[config.mk]
export PLATFORM = sky130hd
export DESIGN_NAME = wavetable_ram_arbiter
export DESIGN_NICKNAME = d
export VERILOG_FILES = /design/src/rtl/wavetable_ram_arbiter.sv
export SDC_FILE = /design/constraint.sdc
export NUM_CORES = 1
export LEC_CHECK = 0
export CAP_MARGIN = 20
export CORE_MARGIN = 8
export CORE_UTILIZATION = 33
export CTS_CLUSTER_SIZE = 8
export DETAILED_ROUTE_END_ITERATION = 10
export PLACE_DENSITY = 0.8
export SLEW_MARGIN = 20
export SYNTH_ARGS = -nofsm -noshare
export SYNTH_HDL_FRONTEND = slang
export SYNTH_SLANG_ARGS = --single-unit
export TNS_END_PERCENT = 50
[constraint.sdc]
create_clock -name clk -period 1.4 [get_ports clk]
set_clock_uncertainty 0.2 [all_clocks]
set_input_delay 0.14 -clock clk [delete_from_list [all_inputs] [get_ports clk]]
set_output_delay 0.14 -clock clk [all_outputs]
set_load 0.01 [all_outputs]
[src/rtl/wavetable_ram_arbiter.sv]
`default_nettype none
// ============================================================================
// Module      : wavetable_ram_arbiter
// Description : Shares one single-port RAM between an Avalon-MM host and a DDS
//               wavetable reader. DDS wins by default. The optional host
//               starvation guard is enabled by defining WTARB_STARVE_GUARD_EN.
// Revision    : 1.0 - initial release
// ============================================================================
module wavetable_ram_arbiter #(
    parameter int ADDR_W     = 11,
    parameter int DATA_W     = 16,
    parameter int STARVE_MAX = 4
) (
    input  logic                  clk,
    input  logic                  reset,
    // host (Avalon-MM slave)
    input  logic [ADDR_W-1:0]     h_address,
    input  logic [DATA_W/8-1:0]   h_byteenable,
    input  logic                  h_read,
    input  logic                  h_write,
    input  logic [DATA_W-1:0]     h_writedata,
    output logic                  h_waitrequest,
    output logic [DATA_W-1:0]     h_readdata,
    output logic                  h_readdatavalid,
    // DDS wavetable reader
    input  logic                  d_req,
    input  logic [ADDR_W-1:0]     d_address,
    output logic                  d_gnt,
    output logic [DATA_W-1:0]     d_readdata,
    output logic                  d_valid,
    // single-port RAM master
    output logic [ADDR_W-1:0]     m_address,
    output logic [DATA_W/8-1:0]   m_byteenable,
    output logic                  m_chipselect,
    output logic                  m_write,
    output logic [DATA_W-1:0]     m_writedata,
    output logic                  m_clken,
    input  logic [DATA_W-1:0]     m_readdata
);

    localparam int C_BE_W = DATA_W / 8;

    if (STARVE_MAX < 1 || STARVE_MAX > 15) begin : g_starve_max_range
        $error("STARVE_MAX must lie in 1..15");
    end

    logic                w_host_req;
    logic                w_force_host;
    logic                w_dds_gnt;
    logic                w_host_gnt;
    logic [1:0]          tag_q;
    logic [1:0]          tag_d;
    logic [DATA_W-1:0]   h_rdata_q;
    logic [DATA_W-1:0]   d_rdata_q;

    assign w_host_req = h_read | h_write;

`ifdef WTARB_STARVE_GUARD_EN
    localparam logic [3:0] C_STARVE_MAX = 4'(STARVE_MAX);

    logic [3:0] starve_cnt_q;
    logic [3:0] starve_cnt_d;

    assign w_force_host = w_host_req && (starve_cnt_q == C_STARVE_MAX);

    always_comb begin
        starve_cnt_d = starve_cnt_q;
        if (w_host_gnt || !w_host_req) begin
            starve_cnt_d = 4'd0;
        end else if (starve_cnt_q != C_STARVE_MAX) begin
            starve_cnt_d = starve_cnt_q + 4'd1;
        end
    end

    always_ff @(posedge clk) begin
        if (reset) begin
            starve_cnt_q <= 4'd0;
        end else begin
            starve_cnt_q <= starve_cnt_d;
        end
    end
`else
    assign w_force_host = 1'b0;
`endif

    // Grants are qualified by reset so nothing reaches the RAM while it is held.
    assign w_dds_gnt  = ~reset & d_req & ~w_force_host;
    assign w_host_gnt = ~reset & w_host_req & ~w_dds_gnt;

    assign d_gnt         = w_dds_gnt;
    assign h_waitrequest = reset | (w_host_req & ~w_host_gnt);

    assign m_clken      = 1'b1;
    assign m_chipselect = w_dds_gnt | w_host_gnt;
    assign m_write      = w_host_gnt & h_write;
    assign m_address    = w_dds_gnt ? d_address : h_address;
    assign m_byteenable = w_dds_gnt ? {C_BE_W{1'b1}} : h_byteenable;
    assign m_writedata  = h_writedata;

    // A simultaneous read+write is a write, so it never produces a return.
    assign tag_d = {w_host_gnt & h_read & ~h_write, w_dds_gnt};

    always_ff @(posedge clk) begin
        if (reset) begin
            tag_q     <= 2'b00;
            h_rdata_q <= '0;
            d_rdata_q <= '0;
        end else begin
            tag_q <= tag_d;
            if (tag_q[1]) begin
                h_rdata_q <= m_readdata;
            end
            if (tag_q[0]) begin
                d_rdata_q <= m_readdata;
            end
        end
    end

    // A tag left over from the cycle before reset must not surface as a valid.
    assign h_readdatavalid = ~reset & tag_q[1];
    assign d_valid         = ~reset & tag_q[0];
    assign h_readdata      = h_readdatavalid ? m_readdata : h_rdata_q;
    assign d_readdata      = d_valid ? m_readdata : d_rdata_q;

endmodule
`default_nettype wire

==> metrics list <==
- Commonest non-fill, non-tap cells in the layout: sky130_fd_sc_hd__buf_6, sky130_fd_sc_hd__clkdlybuf4s50_1, sky130_fd_sc_hd__mux2_4
- The worst register-to-register path begins at tag_q[0].
- For this run, the total global-route usage over all layers was measured as 0.129.
- Full die area: 8800 um2
* Final weighted congestion in routability-driven placement: 0.722
* Commonest non-fill, non-tap cell in the layout: sky130_fd_sc_hd__buf_6
* Number of iterations in the first detailed-routing pass: 4
- Final Hold Vio Count: 0
- CP Capture Point: h_readdata[5]
- VDD sags by at most 0.392 mV.
- Share of the yosys chip area belonging to registers: 0.341
- Number of CTS-inserted buffers: 5
- Area Overhead vs Synth: 72.8%
* Highest Clock Rate: 565 MHz
- In this run the register-to-register setup slack is 0.08 ns.
- Cell count after synthesis: 187
- The clock passes through at most 2 buffers.
- Worst Path Class, Setup: reg2out
* First element of the critical path: tag_q[1]
- Power share of the combinational group: 0.295
* Ratio of total power to cell area: 690 nW/um2
- FILL cells: 487
* Non-filler instance count after layout: 373
* Switching Share: 0.250
- Crit path arrival time: 1.43 ns
- Number of top-level design ports: 129
- The initialized floorplan defines 28 standard-cell rows.
- Final-report setup violation count: 40
- Sequential share of power: 0.429
* Clock Tree Root: sky130_fd_sc_hd__clkbuf_8
* Leakage component of the power: 1.62 nW
* RSZ-0062 raised after global routing: true
- CTS clock-pin slew for the worst setup and hold paths: 0.06 ns
* Number of warnings issued by yosys: 0
* HPWL after detailed placement: 4000 um
- The floorplan step defined a core boundary enclosing 5890 um2.
- Setup total negative slack on the finished layout was measured at -11.39 ns.
* Routed len/inst: 15.5 um
* Total congestion overflow after global routing: 0
- Starting density of the core: 0.339
- Mapped cell area: 2000 um2
- In the final layout, the share of cells above drive strength 1 is 0.453.
* Worst Setup Start Kind: flip-flop
- Pin count of the biggest net entering global routing: 25
* Global-route wire length before repair: 9030 um
* TritonCTS clock tree: built
* Data required time of the critical path: 1.06 ns
- Along the worst path, the maximum fanout reaches 7.
- Net count after synthesis: 248
- Period Utilization, post-route: 1.26
- Of the total power, the clock network draws 0.276.
* Sequential cell area: 686 um2
* Power Internal: 1.79 mW
- Die height: 93.8 um
* DRC marker count from the first detailed-route iteration: 19
- The analysis attributes to net switching a power of 0.596 mW.
- Result of the run: complete, but fails checks
- The count of pins over their slew limit came to 0.
- Across the run, the number of max-cap violations was 0.
* Min setup slack post-route: -0.369 ns
- The worst hold path belongs to the class in2reg.
* Violated checks: setup timing
- Input and output buffers added on the ports amount to 95.
- Yosys cell types: 20
- Number of antenna violations at the first check in global routing: 0
- Mean Syn Cell Area: 10.7 um2
* ANT cells: 0
* Cell total after placement: 344
- Vias per cell: 4.57
- Number of cells on the worst reg-to-reg path: 4
- For this block, the routed nets add up to 5780 um of wire.
- The clock net in this run drives a total of 34 sinks.
- Multi-input gate area in the final layout: 1210 um2
- In this run the remaining antenna-violating nets after routing total 0.
- The net count of the finished layout is 359.
* Tmin final: 1.77 ns
* Element type at the critical path end: primary output
- End of the worst register-to-register path: d_rdata_q[12]
* DRC: 0
- OpenSTA, run right after detailed placement, puts the worst setup slack at -0.935 ns.
- Number of global-route vias before repair: 1849
* H-tree level count: 2
- Synthesized flop and latch total: 34
- Clk_lat worst skew: 0.27 ns
- Overall die width: 93.8 um
* Vias: 1703
[layout make-up]
| cell class | count | area share |
|---|---|---|
| Clock inverter | 2 | 0.00290 |
| Tap cell | 75 | 0.0272 |
| Timing Repair Buffer | 132 | 0.398 |
| Inverter | 3 | 0.00326 |
| Clock buffer | 5 | 0.0199 |
| Sequential cell | 34 | 0.199 |
| Multi-Input combinational cell | 122 | 0.350 |
[power groups by stage]
stage | clock network (mW) | registers (mW) | logic [mW]
final | 0.659 | 1.02 | 0.702
after global routing | 0.737 | 1.03 | 0.751
after CTS | 0.685 | 1.02 | 0.702
after detailed placement | 0 | 1.04 | 0.616
after global placement | 0 | 1.04 | 0.606
after floorplan | 0 | 1.04 | 0.323
[through the flow]
stage	util	power, mW	cell area (um2)	hold WS [ns]
2_1_floorplan	-	1.36	2040	0.00989
3_3_place_gp	0.505	1.65	2970	0.0801
3_5_place_dp	0.505	1.66	2970	0.0801
4_1_cts	0.577	2.41	3390	0.00129
5_1_grt	0.587	2.51	3450	0.0518
6_report	0.587	2.38	3450	0.0273
[per-layer routing]
layer	wire (um)	vias to the layer above	global-route usage
met5	0	-	0
met4	47	0	0.0370
met3	599	6	0.0616
met2	2760	74	0.216
met1	2370	787	0.141
li1	-	836	-
[registers in the layout, summed over array words and instances (netlist names)]
name	flops
d_rdata_q	16
h_rdata_q	16
tag_q	2
[worst min path at each step]
stage | depth (start not counted) | end | from | slack, ns
after floorplan | 1 | tag_q[1] | h_write | 0.01
final | 2 | tag_q[1] | h_write | 0.03
after global routing | 2 | tag_q[1] | h_write | 0.05
after CTS | 2 | tag_q[1] | h_write | 0.001
after detailed placement | 0 | m_writedata[14] | h_writedata[14] | 0.08
after global placement | 0 | m_writedata[14] | h_writedata[14] | 0.08
[critical path: stages, from the launching register on]
cell,delay (ns)
sky130_fd_sc_hd__dfxtp_2,0.33
sky130_fd_sc_hd__nor2b_4,0.22
sky130_fd_sc_hd__buf_12,0.17
sky130_fd_sc_hd__mux2_4,0.31
sky130_fd_sc_hd__buf_6,0.12
[timing repair]
action,in CTS,in global routing
setup endpoints to repair,51,52
resized for setup,219,24
endpoints found under the hold margin,0,1
buffers inserted,15,3
hold buffers,0,1
gates cloned,4,0
[synthesized netlist by cell type, drive strengths merged]
library cell / number / area (um2)
nand2b: 5 / 38.8
o21ai: 1 / 5.00
conb: 1 / 3.75
nor4b: 1 / 8.76
mux2: 43 / 541
nor2b: 1 / 6.26
dfxtp: 34 / 681
mux2i: 32 / 320
clkbuf: 3 / 11.3
nor2: 33 / 124
buf: 28 / 235
inv: 3 / 11.3
nor3b: 1 / 7.51
nor3: 1 / 5.00
[kinds of logic after synthesis]
family	share of synthesized area
buffers and inverters	0.129
DFF	0.341
and+or+nand+nor	0.0952
muxes	0.431
other	0.00188
AOI/OAI and AO/OA	0.00250
(Power assumes the default switching activity.)
==> RTL change 1, RTL diff (same settings) <==
Build with the macro `WTARB_STARVE_GUARD_EN` defined.
--- a/src/rtl/wavetable_ram_arbiter.sv
+++ b/src/rtl/wavetable_ram_arbiter.sv
@@ -8,2 +8,4 @@
 // ============================================================================
+`define WTARB_STARVE_GUARD_EN
+
 module wavetable_ram_arbiter #(
Check against the original RTL: not equivalent (Yosys sat finds a counterexample within 10 cycles, from zero or initial values and one cycle with reset high).
==> RTL change 1 against the unedited design <==
The flow still finishes with violations (negative setup slack). Worst setup slack lost 0.30 ns. Routed wire length grew 12%. Critical path depth grew 3. Final area grew 7.6%. Power grew 9.7%. Largest cell class unchanged. Synthesized area grew 8.7%. Sequential power grew 12%. Global-route usage grew 0.44 points. Largest power group unchanged. Highest routed layer unchanged. Sequential cell count grew 4. Via count grew 10%.
==> RTL change 1: results (changes against the unedited design) <==
.. list-table::
   :header-rows: 1

   * - Metric
     - Value
   * - Outcome
     - complete, but fails checks
   * - Violated checks
     - negative setup slack
   * - Post-detailed-route wirelength per cell
     - 16.0 um (+3.5%)
   * - Reg2reg setup slack
     - -0.05 ns (-0.13 ns)
   * - Cell count after synthesis
     - 209 (+12%)
   * - Post-placement cell count
     - 386 (+12%)
   * - Leading registers by flop count
     - d_rdata_q: 16 flops, h_rdata_q: 16 flops, starve_cnt_q: 4 flops
   * - Capturing instance or port of the critical path
     - m_address[9]
   * - Post-Route WL
     - 6500 um (+12%)
   * - Final hold slack
     - 0.0689 ns (+0.0416 ns)
   * - Number of distinct library cells after synthesis
     - 23 (+15%)
   * - Number of global-route vias before repair
     - 2195 (+19%)
   * - Cell class contributing the biggest share of worst-path delay
     - buffers and inverters
   * - Setup Viol. Count Final
     - 53 (+33%)
   * - Maximum vdd ir drop
     - 0.450 mV (+15%)
   * - Number of gates resized after CTS
     - 293 (+34%)
   * - Placer congestion estimate
     - 0.710 (-1.6%)
   * - Post-CTS Repair Setup Buffers
     - 11 (-4)
   * - DRT iter0 DRCs
     - 69 (+50)
   * - Setup slack of the critical path after layout
     - -0.673 ns (-0.304 ns)
   * - Vias per Instance
     - 4.64 (+1.6%)
   * - Startpoint of the most critical hold path
     - h_read
   * - Sum of negative setup slack
     - -20.05 ns (-8.66 ns)
   * - GRT Util Overall
     - 13.3% (+0.44 points)
   * - Share of power burned in combinational logic
     - 28.8% (-0.7 points)
   * - R2R depth
     - 7 (+3)
   * - Largest cells by area after synthesis
     - dfxtp_1 35%, mux2_2 19%, mux2i_1 15%, nor2_1 6.9%, buf_4 6.6%
   * - Post-synthesis net count
     - 272 (+9.7%)
   * - Worst slack after detailed placement
     - -0.962 ns (-0.0265 ns)
   * - Instance area at placement
     - 3310 sq um (+11%)
   * - Share of the yosys chip area belonging to registers
     - 35.0% (+0.96 points)
   * - Most frequent cells after synthesis
     - 40 x nor2_1, 38 x dfxtp_1, 36 x mux2_2
   * - Adder and majority cell fraction of the synthesized area
     - 1.15% (+1.2 points)
   * - Overall power consumption
     - 2.61 mW (+9.7%)
   * - Multiplexer fraction of the synthesized cell area
     - 38.7% (-4.4 points)
   * - First-pass GRT wire length
     - 10500 um (+16%)
RTL change 1: cell types whose count changed in the layout (fill, tap and decap cells not counted), moves of 3 or more:
cell	change
buf_2	+10
buf_4	+11
buf_6	+5
dfxtp_2	+3
dlygate4sd2_1	-3
dlymetal6s2s_1	-8
mux2_2	-3
mux2_4	+3
nand2b_4	-3
nor2_1	+6
RTL change 1: layout make-up:
class,count,area [sq um]
Timing Repair Buffer,143,1420
Clock buffer,6,82.6
Multi-Input combinational cell,135,1330
Inverter,6,22.5
Fill cell,549,2640
Tap cell,77,96.3
Sequential cell,38,766
RTL change 1: metal layers:
layer	global-route usage [%]	wire length [um]	share of wire, %	vias up
met5	0	0	0	-
met4	4.14	81	1.2	0
met2	24.5	3380	52	88
met1	12.6	2340	36	868
li1	-	-	-	913
met3	6.76	687	11	9
==> RTL change 2, RTL diff (config.mk and constraints unchanged) <==
Made on the original files. The parameter `ADDR_W` goes from 11 to 9.
--- a/src/rtl/wavetable_ram_arbiter.sv
+++ b/src/rtl/wavetable_ram_arbiter.sv
@@ -9,3 +9,3 @@
 module wavetable_ram_arbiter #(
-    parameter int ADDR_W     = 11,
+    parameter int ADDR_W     = 9,
     parameter int DATA_W     = 16,
Interface: changed (resized d_address, h_address and m_address); port bits go from 129 to 123. No check against the original RTL was run, so the function may have changed too.
==> RTL change 2 against the unedited design <==
The flow still finishes with violations (negative setup slack). Final area shrank 6.1%. Sequential share of layout area grew 1.2 points. Worst setup slack lost 0.050 ns. Final cell count shrank 5.1%. Clock power is essentially flat. Power shrank 2.5%. Critical path depth grew 1. Register-to-register slack gained 0.04 ns. Synthesized area grew 0.38%. Fmax shrank 2.8%. Global-route usage shrank 0.52 points. Routed wire length shrank 5.1%. Sequential cell count is the same. Largest cell class unchanged.
==> RTL change 2: results (changes against the unedited design) <==
.. list-table::
   :header-rows: 1

   * - Metric
     - Value
   * - Outcome
     - complete, but fails checks
   * - Violated checks
     - negative setup slack
   * - First-pass GRT wire length
     - 8820 um (-2.3%)
   * - Net total in the final layout
     - 336 (-6.4%)
   * - Post-detailed-route wirelength per cell
     - 15.5 um (about the same)
   * - R2R depth
     - 3 (-1)
   * - Placer congestion estimate
     - 0.707 (-2.0%)
   * - Setup Viol. Count Final
     - 34 (-15%)
   * - DRT iter0 DRCs
     - 28 (+9)
   * - Largest cells by area after synthesis
     - dfxtp_1 34%, mux2_4 18%, mux2i_1 16%, mux2_2 9.5%, buf_4 7.1%
   * - Reported sequential group power
     - 1.02 mW (about the same)
   * - Instance area at placement
     - 2920 sq um (-1.9%)
   * - Post-synthesis net count
     - 241 (-2.8%)
   * - Maximum number of pins on one net before global-route repair
     - 27 (+8.0%)
   * - Worst slack after detailed placement
     - -0.875 ns (+0.0599 ns)
   * - Met2 track demand over resource
     - 21.2% (-0.41 points)
   * - Met1 Resource Use GR
     - 13.8% (-0.38 points)
   * - Leakage
     - 1.46 nW (-9.8%)
   * - Met3 Resource Use GR
     - 4.40% (-1.8 points)
   * - Number of global-route vias before repair
     - 1772 (-4.2%)
   * - Reg2reg end
     - d_rdata_q[7]
   * - Number of distinct library cells after synthesis
     - 19 (-5.0%)
   * - TritonCTS Buffers
     - 5 (unchanged)
   * - Sum of negative setup slack
     - -11.13 ns (+0.260 ns)
   * - Share of the yosys chip area belonging to registers
     - 33.9% (-0.13 points)
   * - Setup slack of the critical path after layout
     - -0.419 ns (-0.0503 ns)
   * - Number of H-tree levels
     - 2 (unchanged)
   * - Initial antenna violation count
     - 0 (unchanged)
   * - Maximum vdd ir drop
     - 0.361 mV (-7.8%)
   * - Endpoint arrival time on the critical path
     - 1.48 ns (+0.05 ns)
   * - Final hold slack
     - 0.0284 ns (+0.00114 ns)
   * - Yosys warns
     - 0 (unchanged)
   * - Most frequent cells after synthesis
     - 34 x dfxtp_1, 33 x nor2_1, 32 x mux2i_1
   * - Switching component of the power
     - 0.572 mW (-4.1%)
   * - Post-DP HPWL
     - 3900 um (-2.5%)
RTL change 2: worst max path at each step:
| stage | from | end |
|---|---|---|
| CTS | tag_q[1] | h_readdata[0] |
| detailed placement | reset | h_readdata[3] |
| global placement | reset | h_readdata[4] |
| floorplan | tag_q[1] | h_readdata[10] |
| global route | tag_q[1] | h_readdata[3] |
| finish | tag_q[1] | h_readdata[3] |
RTL change 2: cells by family after synthesis:
logic type | after synthesis | synth area share, %
muxes | 73 | 43.5
and+or+nand+nor | 42 | 9.86
DFF | 34 | 33.9
buffers and inverters | 33 | 12.3
AOI/OAI and AO/OA | 1 | 0.249
other | 1 | 0.187
RTL change 2: per-stage QoR:
| step | std cells | util [%] |
|---|---|---|
| 2_1_floorplan | 184 | - |
| 3_3_place_gp | 336 | 49.6 |
| 3_5_place_dp | 336 | 49.6 |
| 4_1_cts | 353 | 54.5 |
| 5_1_grt | 354 | 55.1 |
| 6_report | 354 | 55.1 |
RTL change 2: what timing repair did:
item,in CTS,in global routing
gates cloned,5,0
setup endpoints to repair,49,42
pin swaps,0,0
setup buffers,5,2
gates resized for setup,226,20
RTL change 2: layout make-up:
| cell class | instances | area (sq um) |
|---|---|---|
| Clock buffer | 7 | 76.3 |
| Fill cell | 540 | 2640 |
| Inverter | 3 | 11.3 |
| Multi-Input combinational cell | 118 | 1160 |
| Sequential cell | 34 | 683 |
| Tap cell | 75 | 93.8 |
| Timing Repair Buffer | 117 | 1220 |
RTL change 2: layer usage:
layer,wire [um],share of wire [%]
met1,2360,43
met2,2590,47
met3,474,8.6
met4,56,1.0
met5,0,0
RTL change 2: critical path, stage by stage (launching register included):
cell and delay [ns]:
dfxtp_2 0.33, nor2b_4 0.18, buf_12 0.13, buf_16 0.13, mux2_4 0.31, buf_6 0.12
